--- src/rtl/ipu_pkg.sv ---
// rtl/ipu_pkg.sv - shared widths, default thresholds and divider state type for the centroid tracker
package ipu_pkg;

  localparam int COORD_W = 11;
  localparam int COLOR_W = 12;
  localparam int SUM_W   = 28;
  localparam int CNT_W   = 19;

  localparam int                 FRAME_W_DEF   = 640;
  localparam int                 FRAME_H_DEF   = 480;
  localparam logic [COLOR_W-1:0] RED_MIN_DEF   = 12'h800;
  localparam logic [COLOR_W-1:0] GB_MAX_DEF    = 12'h400;
  localparam int                 MIN_COUNT_DEF = 16;

  typedef enum logic {
    DIV_IDLE,
    DIV_RUN
  } div_state_t;

endpackage

--- src/rtl/ipu_if.sv ---
// rtl/ipu_if.sv - pixel input and centroid output bundle of the centroid tracker
interface ipu_if;
  import ipu_pkg::*;

  logic               iDVAL;
  logic [COLOR_W-1:0] iRed;
  logic [COLOR_W-1:0] iGreen;
  logic [COLOR_W-1:0] iBlue;
  logic [COORD_W-1:0] iX_Cont;
  logic [COORD_W-1:0] iY_Cont;
  logic [COORD_W-1:0] oX;
  logic [COORD_W-1:0] oY;
  logic               oDVAL;

  modport slave (
    input  iDVAL, iRed, iGreen, iBlue, iX_Cont, iY_Cont,
    output oX, oY, oDVAL
  );

  modport master (
    output iDVAL, iRed, iGreen, iBlue, iX_Cont, iY_Cont,
    input  oX, oY, oDVAL
  );

endinterface

--- src/rtl/ipu_div.sv ---
// rtl/ipu_div.sv - unsigned restoring divider, one quotient bit per cycle, only low Q_W quotient bits exported
module ipu_div
  import ipu_pkg::*;
#(
  parameter int DVD_W = SUM_W,
  parameter int DVS_W = CNT_W,
  parameter int Q_W   = COORD_W
) (
  input  logic             clk,
  input  logic             rst_n,
  input  logic             start,
  input  logic [DVD_W-1:0] dividend,
  input  logic [DVS_W-1:0] divisor,
  output logic             busy,
  output logic             done,
  output logic [Q_W-1:0]   quotient
);

  localparam int IW = $clog2(DVD_W + 1);

  div_state_t       state, state_nxt;
  logic [DVD_W-1:0] quot;
  logic [DVS_W-1:0] rem;
  logic [DVS_W-1:0] dvs;
  logic [IW-1:0]    iter;
  logic [DVS_W:0]   shifted;
  logic [DVS_W-1:0] diff;
  logic             fits;
  logic             last;

  assign shifted = {rem, quot[DVD_W-1]};
  assign fits    = shifted >= {1'b0, dvs};
  // Low bits suffice: when the divisor fits, the true difference is below dvs.
  assign diff    = shifted[DVS_W-1:0] - dvs;
  assign last    = (iter == IW'(1));

  always_ff @(posedge clk or negedge rst_n) begin
    if (!rst_n) state <= DIV_IDLE;
    else        state <= state_nxt;
  end

  always_comb begin
    state_nxt = state;
    case (state)
      DIV_IDLE: if (start) state_nxt = DIV_RUN;
      DIV_RUN:  if (last)  state_nxt = DIV_IDLE;
      default:  state_nxt = DIV_IDLE;
    endcase
  end

  always_comb begin
    busy = (state == DIV_RUN);
  end

  always_ff @(posedge clk or negedge rst_n) begin
    if (!rst_n) begin
      quot <= '0;
      rem  <= '0;
      dvs  <= '0;
      iter <= '0;
      done <= 1'b0;
    end else begin
      done <= busy && last;
      if (!busy && start) begin
        quot <= dividend;
        rem  <= '0;
        dvs  <= divisor;
        iter <= IW'(DVD_W);
      end else if (busy) begin
        quot <= {quot[DVD_W-2:0], fits};
        rem  <= fits ? diff : shifted[DVS_W-1:0];
        iter <= iter - IW'(1);
      end
    end
  end

  assign quotient = quot[Q_W-1:0];

endmodule

--- src/rtl/ipu.sv ---
// rtl/ipu.sv - red-target centroid tracker: match, accumulate per frame, divide, strobe (oX, oY)
// Optional IPU_MIN_COUNT_EN: frames with fewer than MIN_COUNT matches produce no result.
module ipu
  import ipu_pkg::*;
#(
  parameter int                 FRAME_W = FRAME_W_DEF,
  parameter int                 FRAME_H = FRAME_H_DEF,
  parameter logic [COLOR_W-1:0] RED_MIN = RED_MIN_DEF,
  parameter logic [COLOR_W-1:0] GB_MAX  = GB_MAX_DEF
) (
  input  logic iCLK,
  input  logic iRST,
  ipu_if.slave bus
);

  localparam logic [COORD_W-1:0] X_LAST = COORD_W'(FRAME_W - 1);
  localparam logic [COORD_W-1:0] Y_LAST = COORD_W'(FRAME_H - 1);

  logic [1:0]         rst_sync;
  logic               rst_n;
  logic [SUM_W-1:0]   sum_x, sum_y, sum_x_nxt, sum_y_nxt;
  logic [CNT_W-1:0]   count, count_nxt;
  logic [SUM_W-1:0]   op_x, op_y;
  logic [CNT_W-1:0]   op_cnt;
  logic               start_q;
  logic               busy_x, busy_y, done_x, done_y;
  logic [COORD_W-1:0] q_x, q_y;
  logic [COORD_W-1:0] ox_q, oy_q;
  logic               odval_q;
  logic               in_window, hit, frame_end, count_ok, div_idle;

  // Reset asserts immediately but releases on a clock edge.
  always_ff @(posedge iCLK or negedge iRST) begin
    if (!iRST) rst_sync <= 2'b00;
    else       rst_sync <= {rst_sync[0], 1'b1};
  end
  assign rst_n = rst_sync[1];

  assign in_window = (bus.iX_Cont <= X_LAST) && (bus.iY_Cont <= Y_LAST);
  assign hit       = bus.iDVAL && in_window && (bus.iRed >= RED_MIN)
                   && (bus.iGreen <= GB_MAX) && (bus.iBlue <= GB_MAX);
  assign frame_end = bus.iDVAL && (bus.iX_Cont == X_LAST) && (bus.iY_Cont == Y_LAST);

  assign sum_x_nxt = sum_x + (hit ? SUM_W'(bus.iX_Cont) : '0);
  assign sum_y_nxt = sum_y + (hit ? SUM_W'(bus.iY_Cont) : '0);
  assign count_nxt = count + (hit ? CNT_W'(1) : '0);

`ifdef IPU_MIN_COUNT_EN
  assign count_ok = (count_nxt >= CNT_W'(MIN_COUNT_DEF));
`else
  assign count_ok = (count_nxt != '0);
`endif

  // start_q covers the cycle before the dividers report busy.
  assign div_idle = !start_q && !busy_x && !busy_y;

  always_ff @(posedge iCLK or negedge rst_n) begin
    if (!rst_n) begin
      sum_x   <= '0;
      sum_y   <= '0;
      count   <= '0;
      op_x    <= '0;
      op_y    <= '0;
      op_cnt  <= '0;
      start_q <= 1'b0;
    end else begin
      start_q <= 1'b0;
      if (frame_end) begin
        sum_x <= '0;
        sum_y <= '0;
        count <= '0;
        if (count_ok && div_idle) begin
          op_x    <= sum_x_nxt;
          op_y    <= sum_y_nxt;
          op_cnt  <= count_nxt;
          start_q <= 1'b1;
        end
      end else begin
        sum_x <= sum_x_nxt;
        sum_y <= sum_y_nxt;
        count <= count_nxt;
      end
    end
  end

  ipu_div #(.DVD_W(SUM_W), .DVS_W(CNT_W), .Q_W(COORD_W)) u_div_x (
    .clk      (iCLK),
    .rst_n    (rst_n),
    .start    (start_q),
    .dividend (op_x),
    .divisor  (op_cnt),
    .busy     (busy_x),
    .done     (done_x),
    .quotient (q_x)
  );

  ipu_div #(.DVD_W(SUM_W), .DVS_W(CNT_W), .Q_W(COORD_W)) u_div_y (
    .clk      (iCLK),
    .rst_n    (rst_n),
    .start    (start_q),
    .dividend (op_y),
    .divisor  (op_cnt),
    .busy     (busy_y),
    .done     (done_y),
    .quotient (q_y)
  );

  always_ff @(posedge iCLK or negedge rst_n) begin
    if (!rst_n) begin
      ox_q    <= '0;
      oy_q    <= '0;
      odval_q <= 1'b0;
    end else begin
      odval_q <= done_x && done_y;
      if (done_x && done_y) begin
        ox_q <= q_x;
        oy_q <= q_y;
      end
    end
  end

  assign bus.oX    = ox_q;
  assign bus.oY    = oy_q;
  assign bus.oDVAL = odval_q;

endmodule

--- src/flat_wrapper.sv ---
// flat-port wrapper written by rule: the top's interface ports become plain ports
module ipu_flat import ipu_pkg::*;
#(
  parameter int                 FRAME_W = FRAME_W_DEF,
  parameter int                 FRAME_H = FRAME_H_DEF,
  parameter logic [COLOR_W-1:0] RED_MIN = RED_MIN_DEF,
  parameter logic [COLOR_W-1:0] GB_MAX  = GB_MAX_DEF
)
  (iCLK, iRST, bus_iDVAL, bus_iRed, bus_iGreen, bus_iBlue, bus_iX_Cont, bus_iY_Cont, bus_oX, bus_oY, bus_oDVAL);
  ipu_if bus_i ();
  input  logic iCLK;
  input  logic iRST;
  input wire logic [$bits(bus_i.iDVAL)-1:0] bus_iDVAL;
  input wire logic [$bits(bus_i.iRed)-1:0] bus_iRed;
  input wire logic [$bits(bus_i.iGreen)-1:0] bus_iGreen;
  input wire logic [$bits(bus_i.iBlue)-1:0] bus_iBlue;
  input wire logic [$bits(bus_i.iX_Cont)-1:0] bus_iX_Cont;
  input wire logic [$bits(bus_i.iY_Cont)-1:0] bus_iY_Cont;
  output wire logic [$bits(bus_i.oX)-1:0] bus_oX;
  output wire logic [$bits(bus_i.oY)-1:0] bus_oY;
  output wire logic [$bits(bus_i.oDVAL)-1:0] bus_oDVAL;
  assign bus_i.iDVAL = bus_iDVAL;
  assign bus_i.iRed = bus_iRed;
  assign bus_i.iGreen = bus_iGreen;
  assign bus_i.iBlue = bus_iBlue;
  assign bus_i.iX_Cont = bus_iX_Cont;
  assign bus_i.iY_Cont = bus_iY_Cont;
  assign bus_oX = bus_i.oX;
  assign bus_oY = bus_i.oY;
  assign bus_oDVAL = bus_i.oDVAL;
  ipu #(.FRAME_W(FRAME_W), .FRAME_H(FRAME_H), .RED_MIN(RED_MIN), .GB_MAX(GB_MAX)) u_core (.iCLK(iCLK), .iRST(iRST), .bus(bus_i));
endmodule
--- config.mk ---
export PLATFORM = sky130hd
export DESIGN_NAME = ipu_flat
export DESIGN_NICKNAME = d
export VERILOG_FILES = /design/src/rtl/ipu_pkg.sv /design/src/rtl/ipu_if.sv /design/src/rtl/ipu_div.sv /design/src/rtl/ipu.sv /design/src/flat_wrapper.sv
export SDC_FILE = /design/constraint.sdc
export NUM_CORES = 1
export LEC_CHECK = 0
export CAP_MARGIN = 20
export CORE_MARGIN = 5
export CORE_UTILIZATION = 66
export DETAILED_ROUTE_END_ITERATION = 8
export HOLD_SLACK_MARGIN = 0.1
export PLACE_DENSITY = 0.83
export SLEW_MARGIN = 20
export SYNTH_ARGS = -nofsm -noshare
export SYNTH_HDL_FRONTEND = slang
export SYNTH_SLANG_ARGS = --single-unit
export TNS_END_PERCENT = 100
--- constraint.sdc ---
create_clock -name iCLK -period 17.5 [get_ports iCLK]
set_clock_uncertainty 0.05 [all_clocks]
set_input_delay 3.5 -clock iCLK [delete_from_list [all_inputs] [get_ports iCLK]]
set_output_delay 3.5 -clock iCLK [all_outputs]
set_load 0.03 [all_outputs]
==> summary.md, run 1 <==
| Metric | Value |
|---|---|
| I/O Buffers | 72 |
| Post-synth EDFFs | 0 |
| DIE HEIGHT | 171 µm |
| Filler cells | 1681 |
| Slowest stage delay, CP | 0.95 ns |
| CP endpoint kind | register |
| Final setup viols | 0 |
| Sequential Power Share | 48.7% |
| Drt via density | 6.03 |
| DP HPWL | 24900 µm |
| DR vias | 12900 |
| Cell family with most CP delay | buffers and inverters |
| Startpoint Class | input port |
| Initial core utilization | 67.4% |
| Met2 Use GR | 45.0% |
| CTS Root Cell | clkbuf_16 |
| Buf+Inv Stages, Crit Path | 3 |
| Worst vdd ir | 0.0000751 V |
| Most frequent cells after synthesis | 322 x dfrtp_1, 179 x nand2_1, 135 x o21ai_0 |
| Worst EP arrival | 8.68 ns |
| CTS tree | done |
| Post-synth top area cell | dfrtp_1 |
| Worst-margin pin slew | 1.09 ns |
| Slowest-stage cell, CP | buf_4 |
| Most common cell in the synthesized netlist | dfrtp_1 |
| Sum Neg Setup Slack | 0 ns |
| Sw Ratio | 22.7% |
| Final Core Density | 75.7% |
| Synthesized flop and latch total | 322 |
| Number of gates resized after CTS | 0 |
| Die area | 29100 µm² |
| Post-CTS Setup Bufs | 0 |
| Hold buffers post-CTS | 0 |
| Post-DR wirelength/cell | 17.7 µm |
| H-Tree Depth | 2 |
| CTS clk-pin slew, worst paths | 0.06 ns |
| Post-synth top flop | dfrtp_1 |
| Top Usage Layer GRT | met2 |
| I/O pins | 84 |
| Total power | 1.60 mW |
| Finished Layout Cells | 2132 |
| Final hold viol count | 0 |
| Area growth syn-to-layout | 12.4% |
| GRT Util Overall | 26.4% |
| Minimum clock period | 8.33 ns |
| Core ar. | 25300 µm² |
| DR iter-0 viols | 990 |
| Synth top area cells | dfrtp_1 47%, mux2i_1 7.2%, ha_1 4.9%, o21ai_0 4.0%, nand2_1 3.9% |
| Routability congestion estimate | 0.913 |
| DRT Pass-1 Iters | 5 |
| # rows | 58 |
| Gate Count Post-Synth | 1730 |
| Psw | 0.362 mW |
| Clock tree buffer depth | 3 |
| Syn avg cell area | 9.84 µm² |
| Total congestion overflow | 0 |
| Clock sinks | 322 |
| Crit-path cells | clkdlybuf4s50_1 -> or4_1 -> o41ai_1 -> nand2_1 -> a21oi_1 -> buf_4 -> ha_1 -> ha_1 -> nand4_1 -> nor2_1 -> and3b_1 -> o21bai_1 -> a21oi_1 -> a31oi_4 -> buf_4 -> mux2_1 |
| Global Route met1 Usage | 35.3% |
| Largest net degree at the start of global routing | 178 |
| Max-slew violation count | 0 |
| Vias in the first global route | 13000 |
| Ys async rst share | 100% |
| YS warnings | 0 |
| Max_cap viols | 0 |
| Crit Path Class | input port to register |
| Syn Std Cell Area | 17000 µm² |
| Clock buffer count from CTS | 36 |
| Number of routed nets with antenna violations | 0 |
| Initial antenna violation count | 0 |
| Status | completed |
| Share of layout cells above drive strength 1 | 7.05% |
| Cell Pwr Density | 83.5 nW/µm² |
| Internal power | 1.24 mW |
| RSZ-0062 raised after global routing | false |
| Comb power frac | 5.9% |
| Die Width | 171 µm |
| Relative slew slack | 27.2% |
| Tcrit/Tclk final | 47.6% |
| DRC Markers | 0 |
| Achievable frequency | 120 MHz |
| Unique cell type count in the Yosys netlist | 72 |
| Crit-path max FO | 61 |
| Clock group share of total power | 45.5% |
| Post-synthesis sequential area ratio | 47.3% |
| HP Class | register to register |
| First-pass GRT wire length | 63700 µm |
| Antenna fix cells | 0 |
| WL final | 37800 µm |
| Crit path required time | 17.85 ns |
| Worst skew pair latency | 0.52 ns |
| Dpl cells | 2067 |
| Leak pwr | 8.63 nW |
| Share of the synthesized area in the top cell type | 47.3% |
| Final #Nets | 1906 |
| M3 GR Usage | 3.60% |
==> cell type report <==
cell class	instances	area, µm²	area share [%]
clock buffer	53	1050	5.52
sequential	322	8070	42.2
tap	330	413	2.16
multi-input combinational	1202	8160	42.7
timing repair buffer	86	842	4.40
inverter	127	477	2.49
clock inverter	12	106	0.556
==> final timing paths <==
path                               startpoint  slack [ns]                     to  cells after the start
min                        u_core.rst_sync[0]        0.30     u_core.rst_sync[1]                      0
max reg2reg                   u_core.count[0]       13.55        u_core.op_y[12]                     10
max in group asynchronous                iRST       14.17     u_core.rst_sync[1]                      1
max                             bus_iGreen[6]        9.17        u_core.op_y[12]                     16
min reg2reg                u_core.rst_sync[0]        0.30     u_core.rst_sync[1]                      0
min in group asynchronous  u_core.rst_sync[1]        0.38  u_core.u_div_x.rem[9]                      0
==> worst register-to-register path, cell delays in order (launching register included) <==
cell      delay [ns]
dfrtp_1         0.33
ha_1            0.20
ha_1            0.28
nand4_1         0.19
nor2_1          0.28
and3b_1         0.22
o21bai_1        0.12
a21oi_1         0.13
a31oi_4         0.65
buf_4           0.96
mux2_1          0.43
==> cells by family after synthesis <==
logic type	share of synthesized area, %
and+or+nand+nor	15.2
other	0.0441
adders and majority gates	5.32
muxes	9.62
AOI/OAI and AO/OA	12.6
buffers and inverters	4.93
xor gates and xnor gates	4.89
DFF	47.3
==> placed cells by master (no fill, tap or decap), types with 35 or more instances in the layout <==
master | synthesis | routed
a21oi_1 | 48 | 48
and2_1 | 37 | 37
clkbuf_16 | 0 | 36
clkdlybuf4s50_1 | 0 | 72
dfrtp_1 | 322 | 318
ha_1 | 66 | 66
inv_1 | 127 | 127
mux2i_1 | 122 | 122
nand2_1 | 179 | 179
nand3_1 | 36 | 36
nand4_1 | 35 | 35
nor2_1 | 133 | 132
o211ai_1 | 35 | 35
o21ai_0 | 135 | 135
xnor2_1 | 42 | 42
xor2_1 | 53 | 53
==> power groups by stage <==
stage               registers [mW]  logic (mW)  clock network, mW
floorplan                    0.795      0.0573                  0
global placement             0.789      0.0901                  0
detailed placement           0.790      0.0926                  0
CTS                          0.777      0.0938              0.738
global route                 0.779       0.107              0.777
finish                       0.777      0.0940              0.726
==> routing by layer <==
metal  up-vias  part of all wire [%]
li1       6129                     -
met1      6375                    43
met2       285                    51
met3        67                   3.8
met4         0                   2.3
met5         -                     0
==> registers in the layout (all words and copies together), names as in the netlist, 28 cells and up <==
signal               count
u_core.u_div_x.quot     28
u_core.op_y             28
u_core.op_x             28
u_core.sum_x            28
u_core.u_div_y.quot     28
u_core.sum_y            28
==> through the flow <==
step           setup slack, ns  hold WS, ns  cell area, µm²
6_report                  9.17        0.303           19100
5_1_grt                   8.80        0.317           19100
4_1_cts                   9.19        0.305           19100
3_5_place_dp              8.68        0.291           17900
3_3_place_gp              8.78        0.288           17900
2_1_floorplan             7.81        0.281           17000
No activity file was read; power rests on OpenSTA's default activity.
==> inputs of run 2 (changes only) <==
- CORE_UTILIZATION: 66 -> 55
- PLACE_DENSITY: 0.83 -> 0.74
- clock period: 17.5 -> 6.8 ns (I/O delays scaled with it)
==> summary.md, run 2 (synthesized netlist as in run 1, its figures left out) <==
| Metric | Value |
|---|---|
| Status | completed |
| Number of gates resized after CTS | 0 (unchanged) |
| Initial antenna violation count | 0 (unchanged) |
| Routability congestion estimate | 0.919 (+0.67%) |
| CP endpoint kind | register |
| DRC Markers | 0 (unchanged) |
| Post-DR wirelength/cell | 16.8 µm (-5.1%) |
| Hold depth | 0 (unchanged) |
| Met2 Use GR | 36.5% (-8.6 points) |
| Crit Path Class | input port to register |
| Worst vdd ir | 0.000176 V (+130%) |
| Finished Layout Cells | 2203 (+3.3%) |
| DIE HEIGHT | 186 µm (+9.0%) |
| Path depth of the worst reg2reg path | 10 (unchanged) |
| CTS tree | done |
| HP Class | register to register |
| Achievable frequency | 177 MHz |
| Antenna fix cells | 0 (unchanged) |
| Hold buffers post-CTS | 0 (unchanged) |
| Worst reg-to-reg setup slack | 3.25 ns (-10.30 ns) |
| M3 GR Usage | 3.05% (-0.56 points) |
| Die Width | 186 µm (+9.0%) |
| Die area | 34600 µm² (+19%) |
| Leak pwr | 8.70 nW (+0.90%) |
| DRT Pass-1 Iters | 5 (unchanged) |
| Initial core utilization | 55.6% (-12 points) |
| Top Usage Layer GRT | met2 |
| Worst-margin pin slew | 1.10 ns (+0.00561 ns) |
| Final Core Density | 63.3% (-12 points) |
| Clock tree buffer depth | 3 (unchanged) |
| Minimum clock period | 5.66 ns |
| Dpl cells | 2140 (+3.5%) |
| Worst skew pair latency | 0.53 ns (about the same) |
| CTS Root Cell | clkbuf_16 |
| Clock buffer count from CTS | 36 (unchanged) |
| Clock sinks | 322 (unchanged) |
| Worst EP arrival | 6.05 ns (-2.63 ns) |
| DR vias | 12700 (-1.1%) |
| Vias in the first global route | 13100 (+0.50%) |
| Cell Pwr Density | 221 nW/µm² (+170%) |
| Sum Neg Setup Slack | 0 ns (unchanged) |
| Relative slew slack | 26.8% (-0.37 points) |
| # rows | 64 (+10%) |
| Crit path required time | 7.20 ns (-10.65 ns) |
| Total congestion overflow | 0 (unchanged) |
| Final hold viol count | 0 (unchanged) |
| First-pass GRT wire length | 63500 µm (-0.36%) |
| Startpoint Class | input port |
| RSZ-0062 raised after global routing | false |
| I/O pins | 84 (unchanged) |
| H-Tree Depth | 2 (unchanged) |
| Area growth syn-to-layout | 13.7% |
| Number of routed nets with antenna violations | 0 (unchanged) |
| CTS clk-pin slew, worst paths | 0.06 ns (about the same) |
| Global Route met1 Usage | 30.7% (-4.6 points) |
| WL final | 37100 µm (-1.9%) |
| Final #Nets | 1913 (+0.37%) |
| Core ar. | 30600 µm² (+21%) |
| Post-CTS Setup Bufs | 0 (unchanged) |
| Max-slew violation count | 0 (unchanged) |
| I/O Buffers | 72 (unchanged) |
| DP HPWL | 24700 µm (-1.0%) |
| GRT Util Overall | 22.1% (-4.3 points) |
| DR iter-0 viols | 763 (-23%) |
| Most frequent cells in the layout | 318 x dfrtp_1, 179 x nand2_1, 135 x o21ai_0, 132 x nor2_1, 127 x inv_1 |
| Share of layout cells above drive strength 1 | 7.30% (+0.26 points) |
| Max_cap viols | 0 (unchanged) |
| Tcrit/Tclk final | 83.2% |
| Commonest non-fill, non-tap cell in the layout | dfrtp_1 |
| Final setup viols | 0 (unchanged) |
| Crit-path max FO | 24 (-61%) |
| Drt via density | 5.77 (-4.3%) |
| Largest net degree at the start of global routing | 149 (-16%) |
run 2: worst max-delay path, stage by stage:
cell	delay, ns
clkdlybuf4s50_1	0.39
or4_1	0.51
o41ai_1	0.36
nand2_1	0.09
a21oi_1	0.12
buf_4	0.23
ha_1	0.23
ha_1	0.27
nand4_1	0.20
nor2_1	0.26
and3b_1	0.21
o21bai_1	0.12
a21oi_1	0.13
a31oi_4	0.90
buf_4	0.43
mux2i_1	0.24
run 2: layout make-up:
type	instances	area [µm²]
Fill cell	2465	11200
Multi-Input combinational cell	1202	8160
Sequential cell	322	8070
Clock buffer	53	1070
Timing Repair Buffer	93	903
Tap cell	396	495
Inverter	127	477
Clock inverter	10	183
run 2: power by group:
| group | leakage [nW] | switching (mW) | total (mW) | internal, mW |
|---|---|---|---|---|
| Sequential | 3.46 | 0.0396 | 2.00 | 1.96 |
| Clock | 0.611 | 0.790 | 2.04 | 1.25 |
| Combinational | 4.64 | 0.144 | 0.245 | 0.101 |
run 2: final timing paths:
check,from,endpoint
worst max-delay path,bus_iGreen[6],u_core.op_x[13]
worst min-delay path,u_core.rst_sync[0],u_core.rst_sync[1]
worst max register to register,u_core.u_div_y.quot[27],u_core.u_div_y.rem[13]
worst min register to register,u_core.rst_sync[0],u_core.rst_sync[1]
max in group asynchronous,u_core.rst_sync[1],u_core.u_div_y.busy
min in group asynchronous,u_core.rst_sync[1],u_core.u_div_x.quot[14]
run 2: per-stage QoR:
| stage | setup WS (ns) | hold slack (ns) | power [mW] | area [µm²] |
|---|---|---|---|---|
| CTS | 1.17 | 0.308 | 4.32 | 19300 |
| detailed placement | 0.634 | 0.295 | 2.28 | 18100 |
| floorplan | 1.48 | 0.281 | 2.19 | 17000 |
| global placement | 0.699 | 0.287 | 2.27 | 18100 |
| finish | 1.14 | 0.303 | 4.28 | 19300 |
| global route | 0.782 | 0.309 | 4.44 | 19300 |
run 2: metal layers:
layer / up-vias / wire length, µm
met2: 270 / 17600
met3: 60 / 1400
met1: 6254 / 17200
met4: 0 / 912
met5: - / 0
li1: 6128 / -
